[config.mk]
export PLATFORM = sky130hd
export DESIGN_NAME = axi_lite_mem_arbiter_flat
export DESIGN_NICKNAME = d
export VERILOG_FILES = /design/src/rtl/axi_lite_mem_arbiter_if.sv /design/src/rtl/axi_lite_mem_arbiter.sv /design/src/flat_wrapper.sv
export SDC_FILE = /design/constraint.sdc
export NUM_CORES = 1
export LEC_CHECK = 0
export BUFFER_PORTS_ARGS = -buffer_cell sky130_fd_sc_hd__buf_2
export CORE_MARGIN = 8
export CORE_UTILIZATION = 40
export DETAILED_ROUTE_END_ITERATION = 16
export HOLD_SLACK_MARGIN = 0.03
export PLACE_DENSITY = 0.82
export SLEW_MARGIN = 20
export SYNTH_ARGS = -nofsm -noshare
export SYNTH_HDL_FRONTEND = slang
export SYNTH_SLANG_ARGS = --single-unit
[constraint.sdc]
create_clock -name clk -period 5.5 [get_ports clk]
set_clock_uncertainty 0.15 [all_clocks]
set_input_delay 1.1 -clock clk [delete_from_list [all_inputs] [get_ports clk]]
set_output_delay 1.1 -clock clk [all_outputs]
set_load 0.1 [all_outputs]
[src/rtl/axi_lite_mem_arbiter_if.sv]
// AXI-Lite bus bundle between the IF/MEM arbiter (master) and the memory system (slave).
// Carries the five AXI-Lite channels; widths follow the arbiter parameters.
interface axi_lite_mem_arbiter_if #(
  parameter int unsigned ADDR_W = 32,
  parameter int unsigned DATA_W = 32
);
  localparam int unsigned STRB_W = DATA_W / 8;

  logic [ADDR_W-1:0] araddr;
  logic              arvalid;
  logic              arready;

  logic [DATA_W-1:0] rdata;
  logic [1:0]        rresp;
  logic              rvalid;
  logic              rready;

  logic [ADDR_W-1:0] awaddr;
  logic              awvalid;
  logic              awready;

  logic [DATA_W-1:0] wdata;
  logic [STRB_W-1:0] wstrb;
  logic              wvalid;
  logic              wready;

  logic [1:0]        bresp;
  logic              bvalid;
  logic              bready;

  modport master (
    output araddr, arvalid, input arready,
    input  rdata, rresp, rvalid, output rready,
    output awaddr, awvalid, input awready,
    output wdata, wstrb, wvalid, input wready,
    input  bresp, bvalid, output bready
  );

  modport slave (
    input  araddr, arvalid, output arready,
    output rdata, rresp, rvalid, input rready,
    input  awaddr, awvalid, output awready,
    input  wdata, wstrb, wvalid, output wready,
    output bresp, bvalid, input bready
  );
endinterface

[src/rtl/axi_lite_mem_arbiter.sv]
// Shares one AXI-Lite master port between instruction fetch and data memory, one
// transaction at a time, data first; flushed reads complete on the bus but report nothing.
module axi_lite_mem_arbiter #(
  parameter int unsigned ADDR_W = 32,
  parameter int unsigned DATA_W = 32
) (
  input  logic                 clk,
  input  logic                 rst,
  input  logic                 inst_req,
  input  logic [ADDR_W-1:0]    inst_addr,
  output logic [DATA_W-1:0]    inst_rdata,
  output logic                 inst_done,
  input  logic                 data_req,
  input  logic                 data_we,
  input  logic [DATA_W/8-1:0]  data_wstrb,
  input  logic [ADDR_W-1:0]    data_addr,
  input  logic [DATA_W-1:0]    data_wdata,
  output logic [DATA_W-1:0]    data_rdata,
  output logic                 data_done,
  input  logic                 flush,
  output logic                 stall_req,
  output logic                 bus_err,
  axi_lite_mem_arbiter_if.master axi
);
  localparam int unsigned STRB_W = DATA_W / 8;

  typedef enum logic [2:0] {
    IDLE    = 3'd0,
    RD_ADDR = 3'd1,
    RD_DATA = 3'd2,
    WR_ADDR = 3'd3,
    WR_RESP = 3'd4,
    DONE    = 3'd5
  } state_e;

  state_e            state_q, state_d;
  logic [ADDR_W-1:0] addr_q, addr_d;
  logic [DATA_W-1:0] wdata_q, wdata_d;
  logic [STRB_W-1:0] wstrb_q, wstrb_d;
  logic              id_data_q, id_data_d;
  logic              arvalid_q, arvalid_d;
  logic              rready_q, rready_d;
  logic              awvalid_q, awvalid_d;
  logic              wvalid_q, wvalid_d;
  logic              bready_q, bready_d;
  logic              aw_ok_q, aw_ok_d;
  logic              w_ok_q, w_ok_d;
  logic              discard_q, discard_d;
  logic              inst_done_q, inst_done_d;
  logic              data_done_q, data_done_d;
  logic              bus_err_q, bus_err_d;
  logic [DATA_W-1:0] inst_rdata_q, inst_rdata_d;
  logic [DATA_W-1:0] data_rdata_q, data_rdata_d;
  logic              rd_kill;

  // Next-state and output decode; done/err/rdata are loaded on entry to DONE
  always_comb begin
    state_d      = state_q;
    addr_d       = addr_q;
    wdata_d      = wdata_q;
    wstrb_d      = wstrb_q;
    id_data_d    = id_data_q;
    arvalid_d    = arvalid_q;
    rready_d     = rready_q;
    awvalid_d    = awvalid_q;
    wvalid_d     = wvalid_q;
    bready_d     = bready_q;
    aw_ok_d      = aw_ok_q;
    w_ok_d       = w_ok_q;
    discard_d    = discard_q;
    inst_done_d  = 1'b0;
    data_done_d  = 1'b0;
    bus_err_d    = 1'b0;
    inst_rdata_d = inst_rdata_q;
    data_rdata_d = data_rdata_q;
    // A flush in the completing cycle must also suppress the result
    rd_kill      = discard_q | flush;

    unique case (state_q)
      IDLE: begin
        if (!flush && (data_req || inst_req)) begin
          id_data_d = data_req;
          addr_d    = data_req ? data_addr : inst_addr;
          if (data_req) begin
            wdata_d = data_wdata;
            wstrb_d = data_wstrb;
          end
          if (data_req && data_we) begin
            awvalid_d = 1'b1;
            wvalid_d  = 1'b1;
            aw_ok_d   = 1'b0;
            w_ok_d    = 1'b0;
            state_d   = WR_ADDR;
          end else begin
            arvalid_d = 1'b1;
            state_d   = RD_ADDR;
          end
        end
      end
      RD_ADDR: begin
        discard_d = rd_kill;
        if (axi.arready) begin
          arvalid_d = 1'b0;
          rready_d  = 1'b1;
          state_d   = RD_DATA;
        end
      end
      RD_DATA: begin
        discard_d = rd_kill;
        if (axi.rvalid) begin
          rready_d = 1'b0;
          state_d  = DONE;
          if (!rd_kill) begin
            bus_err_d = |axi.rresp;
            if (id_data_q) begin
              data_done_d  = 1'b1;
              data_rdata_d = axi.rdata;
            end else begin
              inst_done_d  = 1'b1;
              inst_rdata_d = axi.rdata;
            end
          end
        end
      end
      WR_ADDR: begin
        // AW and W complete independently, possibly in the same cycle
        awvalid_d = awvalid_q & ~axi.awready;
        wvalid_d  = wvalid_q & ~axi.wready;
        aw_ok_d   = aw_ok_q | (awvalid_q & axi.awready);
        w_ok_d    = w_ok_q | (wvalid_q & axi.wready);
        if (aw_ok_d && w_ok_d) begin
          bready_d = 1'b1;
          state_d  = WR_RESP;
        end
      end
      WR_RESP: begin
        if (axi.bvalid) begin
          bready_d    = 1'b0;
          data_done_d = 1'b1;
          bus_err_d   = |axi.bresp;
          state_d     = DONE;
        end
      end
      DONE: begin
        discard_d = 1'b0;
        state_d   = IDLE;
      end
      default: state_d = IDLE;
    endcase
  end

  always_ff @(posedge clk or posedge rst) begin
    if (rst) begin
      state_q      <= IDLE;
      addr_q       <= '0;
      wdata_q      <= '0;
      wstrb_q      <= '0;
      id_data_q    <= 1'b0;
      arvalid_q    <= 1'b0;
      rready_q     <= 1'b0;
      awvalid_q    <= 1'b0;
      wvalid_q     <= 1'b0;
      bready_q     <= 1'b0;
      aw_ok_q      <= 1'b0;
      w_ok_q       <= 1'b0;
      discard_q    <= 1'b0;
      inst_done_q  <= 1'b0;
      data_done_q  <= 1'b0;
      bus_err_q    <= 1'b0;
      inst_rdata_q <= '0;
      data_rdata_q <= '0;
    end else begin
      state_q      <= state_d;
      addr_q       <= addr_d;
      wdata_q      <= wdata_d;
      wstrb_q      <= wstrb_d;
      id_data_q    <= id_data_d;
      arvalid_q    <= arvalid_d;
      rready_q     <= rready_d;
      awvalid_q    <= awvalid_d;
      wvalid_q     <= wvalid_d;
      bready_q     <= bready_d;
      aw_ok_q      <= aw_ok_d;
      w_ok_q       <= w_ok_d;
      discard_q    <= discard_d;
      inst_done_q  <= inst_done_d;
      data_done_q  <= data_done_d;
      bus_err_q    <= bus_err_d;
      inst_rdata_q <= inst_rdata_d;
      data_rdata_q <= data_rdata_d;
    end
  end

  assign axi.araddr  = addr_q;
  assign axi.arvalid = arvalid_q;
  assign axi.rready  = rready_q;
  assign axi.awaddr  = addr_q;
  assign axi.awvalid = awvalid_q;
  assign axi.wdata   = wdata_q;
  assign axi.wstrb   = wstrb_q;
  assign axi.wvalid  = wvalid_q;
  assign axi.bready  = bready_q;

  assign inst_done  = inst_done_q;
  assign data_done  = data_done_q;
  assign bus_err    = bus_err_q;
  assign inst_rdata = inst_rdata_q;
  assign data_rdata = data_rdata_q;

  assign stall_req = (inst_req & ~inst_done_q) | (data_req & ~data_done_q);
endmodule

[src/flat_wrapper.sv]
// flat-port wrapper written by rule: the top's interface ports become plain ports
module axi_lite_mem_arbiter_flat 
#(
  parameter int unsigned ADDR_W = 32,
  parameter int unsigned DATA_W = 32
)
  (clk, rst, inst_req, inst_addr, inst_rdata, inst_done, data_req, data_we, data_wstrb, data_addr, data_wdata, data_rdata, data_done, flush, stall_req, bus_err, axi_araddr, axi_arvalid, axi_arready, axi_rdata, axi_rresp, axi_rvalid, axi_rready, axi_awaddr, axi_awvalid, axi_awready, axi_wdata, axi_wstrb, axi_wvalid, axi_wready, axi_bresp, axi_bvalid, axi_bready);
  axi_lite_mem_arbiter_if #(.ADDR_W(ADDR_W), .DATA_W(DATA_W)) axi_i ();
  input  logic clk;
  input  logic rst;
  input  logic inst_req;
  input  logic [ADDR_W-1:0] inst_addr;
  output logic [DATA_W-1:0] inst_rdata;
  output logic inst_done;
  input  logic data_req;
  input  logic data_we;
  input  logic [DATA_W/8-1:0] data_wstrb;
  input  logic [ADDR_W-1:0] data_addr;
  input  logic [DATA_W-1:0] data_wdata;
  output logic [DATA_W-1:0] data_rdata;
  output logic data_done;
  input  logic flush;
  output logic stall_req;
  output logic bus_err;
  output wire logic [$bits(axi_i.araddr)-1:0] axi_araddr;
  output wire logic [$bits(axi_i.arvalid)-1:0] axi_arvalid;
  input wire logic [$bits(axi_i.arready)-1:0] axi_arready;
  input wire logic [$bits(axi_i.rdata)-1:0] axi_rdata;
  input wire logic [$bits(axi_i.rresp)-1:0] axi_rresp;
  input wire logic [$bits(axi_i.rvalid)-1:0] axi_rvalid;
  output wire logic [$bits(axi_i.rready)-1:0] axi_rready;
  output wire logic [$bits(axi_i.awaddr)-1:0] axi_awaddr;
  output wire logic [$bits(axi_i.awvalid)-1:0] axi_awvalid;
  input wire logic [$bits(axi_i.awready)-1:0] axi_awready;
  output wire logic [$bits(axi_i.wdata)-1:0] axi_wdata;
  output wire logic [$bits(axi_i.wstrb)-1:0] axi_wstrb;
  output wire logic [$bits(axi_i.wvalid)-1:0] axi_wvalid;
  input wire logic [$bits(axi_i.wready)-1:0] axi_wready;
  input wire logic [$bits(axi_i.bresp)-1:0] axi_bresp;
  input wire logic [$bits(axi_i.bvalid)-1:0] axi_bvalid;
  output wire logic [$bits(axi_i.bready)-1:0] axi_bready;
  assign axi_araddr = axi_i.araddr;
  assign axi_arvalid = axi_i.arvalid;
  assign axi_i.arready = axi_arready;
  assign axi_i.rdata = axi_rdata;
  assign axi_i.rresp = axi_rresp;
  assign axi_i.rvalid = axi_rvalid;
  assign axi_rready = axi_i.rready;
  assign axi_awaddr = axi_i.awaddr;
  assign axi_awvalid = axi_i.awvalid;
  assign axi_i.awready = axi_awready;
  assign axi_wdata = axi_i.wdata;
  assign axi_wstrb = axi_i.wstrb;
  assign axi_wvalid = axi_i.wvalid;
  assign axi_i.wready = axi_wready;
  assign axi_i.bresp = axi_bresp;
  assign axi_i.bvalid = axi_bvalid;
  assign axi_bready = axi_i.bready;
  axi_lite_mem_arbiter #(.ADDR_W(ADDR_W), .DATA_W(DATA_W)) u_core (.clk(clk), .rst(rst), .inst_req(inst_req), .inst_addr(inst_addr), .inst_rdata(inst_rdata), .inst_done(inst_done), .data_req(data_req), .data_we(data_we), .data_wstrb(data_wstrb), .data_addr(data_addr), .data_wdata(data_wdata), .data_rdata(data_rdata), .data_done(data_done), .flush(flush), .stall_req(stall_req), .bus_err(bus_err), .axi(axi_i));
endmodule
==> results by group <==
Logic synthesis
  • Synthesis-stage register bit count: 147
  • Mapped Area: about 6200 um^2
  • Post-Synthesis Net Count: 609
  • Ys async rst share: 1.00
  • Main synth FF type: dfrtp_1
  • Mean Syn Cell Area: about 14 um^2
  • Number of flops mapped to enable cells by yosys: 0
  • Register area share after synthesis: 0.589
  • Post-synth cell types: 31
  • Syn Inst Count: 462
  • Syn. warnings: 0

GRT
  • Gr usage total: 0.164
  • GR Overflow Total: 0
  • First-pass GRT wire length: 25600 um
  • Initial antenna violation count: 0
  • Largest net degree at the start of global routing: 67
  • Vias in the first global route: 4848

Critical path
  • CP delay by family, top: buffers and inverters
  • CP arrival: 1.90 ns
  • Element type at the critical path end: output port
  • Worst path slowest cell: buf_2
  • Worst path bufs/invs: 3
  • Terminus of the critical flop-to-flop path: u_core.inst_rdata[31]$_DFFE_PP0P_
  • CP cell instances: buf_2, inv_1, o22ai_1, buf_2
  • Critical path required time: 4.25 ns
  • CP max stage delay: 0.45 ns
  • Reg2reg start: u_core.state_q[2]$_DFFE_PP0P_
  • CP Launch Type: input pin
  • Crit path top cell by count: buf_2
  • R2R setup slack: roughly 2.7 ns
  • Crit Path Class: input pin to output port
  • FF-to-FF path depth: 4
  • Max FO, Critical Path: 8

STA
  • FMAX: ~320 MHz
  • Final hold viol count: 0
  • Slew HR: 0.310
  • Setup TNS: 0 ns
  • Final Slew Violations: 0
  • Post-layout minimum cycle time: 3.15 ns
  • Final Setup Violations: 0
  • Final worst setup slack: 2.35 ns
  • Tcrit/Tclk final: 0.574
  • Unrepaired setup endpoints after global routing: false
  • Worst slew pin tran: 1.03 ns

Clocking
  • Clock latency on the worst-skew pair: 0.41 ns
  • CTS-repair resized insts: 0
  • Clk slew on worst S/H paths: 0.07 ns
  • # H-tree levels: 4
  • Cts bufs inserted: 17
  • # clock sinks: 147
  • # hold bufs at CTS: 0
  • Root Driver: clkbuf_16
  • CTS tree: built
  • Post CTS Setup Buffer Count: 0
  • Clock buffer depth: 2

Floorplan
  • Chip height: between 100 and 150 um
  • I/O pin cnt: 320
  • Die area: roughly 20000 um^2
  • Die extent in x: ~140 um
  • Starting Density: 0.411
  • Rows: 45
  • Core Box Area: approximately 15000 um^2

Drt
  • DRC viols: 0
  • Remaining antenna violation count after routing: 0
  • Vias per cell: about 4.8
  • Starting DRT DRC Count: 217
  • Total Wirelength: 16700 um
  • Drt pass-1 iters: 4
  • Vias after detailed routing: between 4000 and 5000
  • Drt wl/cell: 17.6 um

Layout
  • # nets final: 895
  • Synthesis-to-layout area growth: 34.0%
  • Commonest cells after routing, fill and taps aside: buf_2 (319), dfrtp_1 (147), mux2_2 (64)
  • Most common cell after layout, fill and taps aside: buf_2
  • Share of layout cells above drive strength 1: 0.597
  • ANT cells: 0

Place
  • Final Wtd Congestion: 0.832
  • Place WS: 2.16 ns
  • DP HPWL: roughly 13000 um
  • IO Port Bufs: 319

Worst hold path
  • Hold depth: 1
  • Worst Hold Endpoint: u_core.axi.wstrb[2]$_DFFE_PP0P_
  • HP Class: register to register
  • Hold path startpoint: u_core.axi.wstrb[2]$_DFFE_PP0P_

Flow run
  • Max-cap violations: 0

Status
  • Status: complete, no violations
-- registers in the layout (all words and copies together), names as in the netlist, 3 cells and up --
signal,cells
u_core.axi.araddr,32
u_core.data_rdata,32
u_core.inst_rdata,32
u_core.axi.wstrb,4
u_core.state_q,3
u_core.axi.wdata,32
-- cells by family (layout without fill, tap and decap cells) --
group	Yosys count	count (layout)	synth area share
compound gates	57	57	0.0487
simple gates	61	61	0.0455
mux	134	134	0.253
flops	147	147	0.589
buf+inv	63	362	0.0639
-- worst max path at each step --
stage          startpoint                                end  slack [ns]  cells past startpoint
2_1_floorplan         rst         u_core.aw_ok_q$_DFFE_PP0P_        0.30                      1
3_3_place_gp        flush   u_core.inst_rdata[9]$_DFFE_PP0P_        2.17                      4
3_5_place_dp        flush  u_core.inst_rdata[31]$_DFFE_PP0P_        2.16                      4
4_1_cts          data_req                          stall_req        2.36                      4
5_1_grt          data_req                          stall_req        2.30                      4
6_report         data_req                          stall_req        2.35                      4
-- synth_stat cells (4+ instances only) --
master	instances	area share
buf_6	4	0.0072
mux2_2	64	0.12
buf_1	5	0.0030
a21oi_1	43	0.034
mux2i_1	32	0.051
nand2_1	6	0.0036
inv_1	6	0.0036
buf_2	10	0.0080
buf_4	32	0.038
clkbuf_1	6	0.0036
nor2_1	43	0.026
a31oi_1	5	0.0050
mux2_4	29	0.070
mux2_1	9	0.016
dfrtp_1	147	0.59
-- area by class of cell --
type | count | area, um^2
flip-flops and latches | 147 | 3680
well taps | 188 | 235
clock inverters | 14 | 189
repair buffers | 324 | 1630
multi-input cells | 252 | 2170
fillers | 1294 | 6840
clock buffers | 18 | 429
inverters | 6 | 27.5
-- worst register-to-register path, stage by stage, from the launching register on --
cell and delay, ns:
dfrtp_1 0.52, nand3b_1 0.27, or4_4 0.47, nor2_4 0.80, mux2_2 0.44
-- through the flow --
stage	cell area, um^2	hold slack (ns)	std cells	util
after global routing	8360	0.360	949	0.550
after floorplan	6240	0.313	462	-
after CTS	8360	0.344	949	0.550
after detailed placement	7750	0.329	917	0.510
final	8360	0.341	949	0.550
after global placement	7750	0.319	917	0.510
-- metal layers --
| metal | up-vias | routed length (um) | global-route usage |
|---|---|---|---|
| li1 | 2158 | - | - |
| met1 | 2188 | 6440 | 0.174 |
| met2 | 188 | 8590 | 0.287 |
| met3 | 11 | 1510 | 0.0675 |
| met4 | 0 | 213 | 0.0571 |
| met5 | - | 0 | 0 |
Power is left out: the tool's default activity adds up to more than one toggle a clock period on the data nets, which glitch-free logic cannot reach.
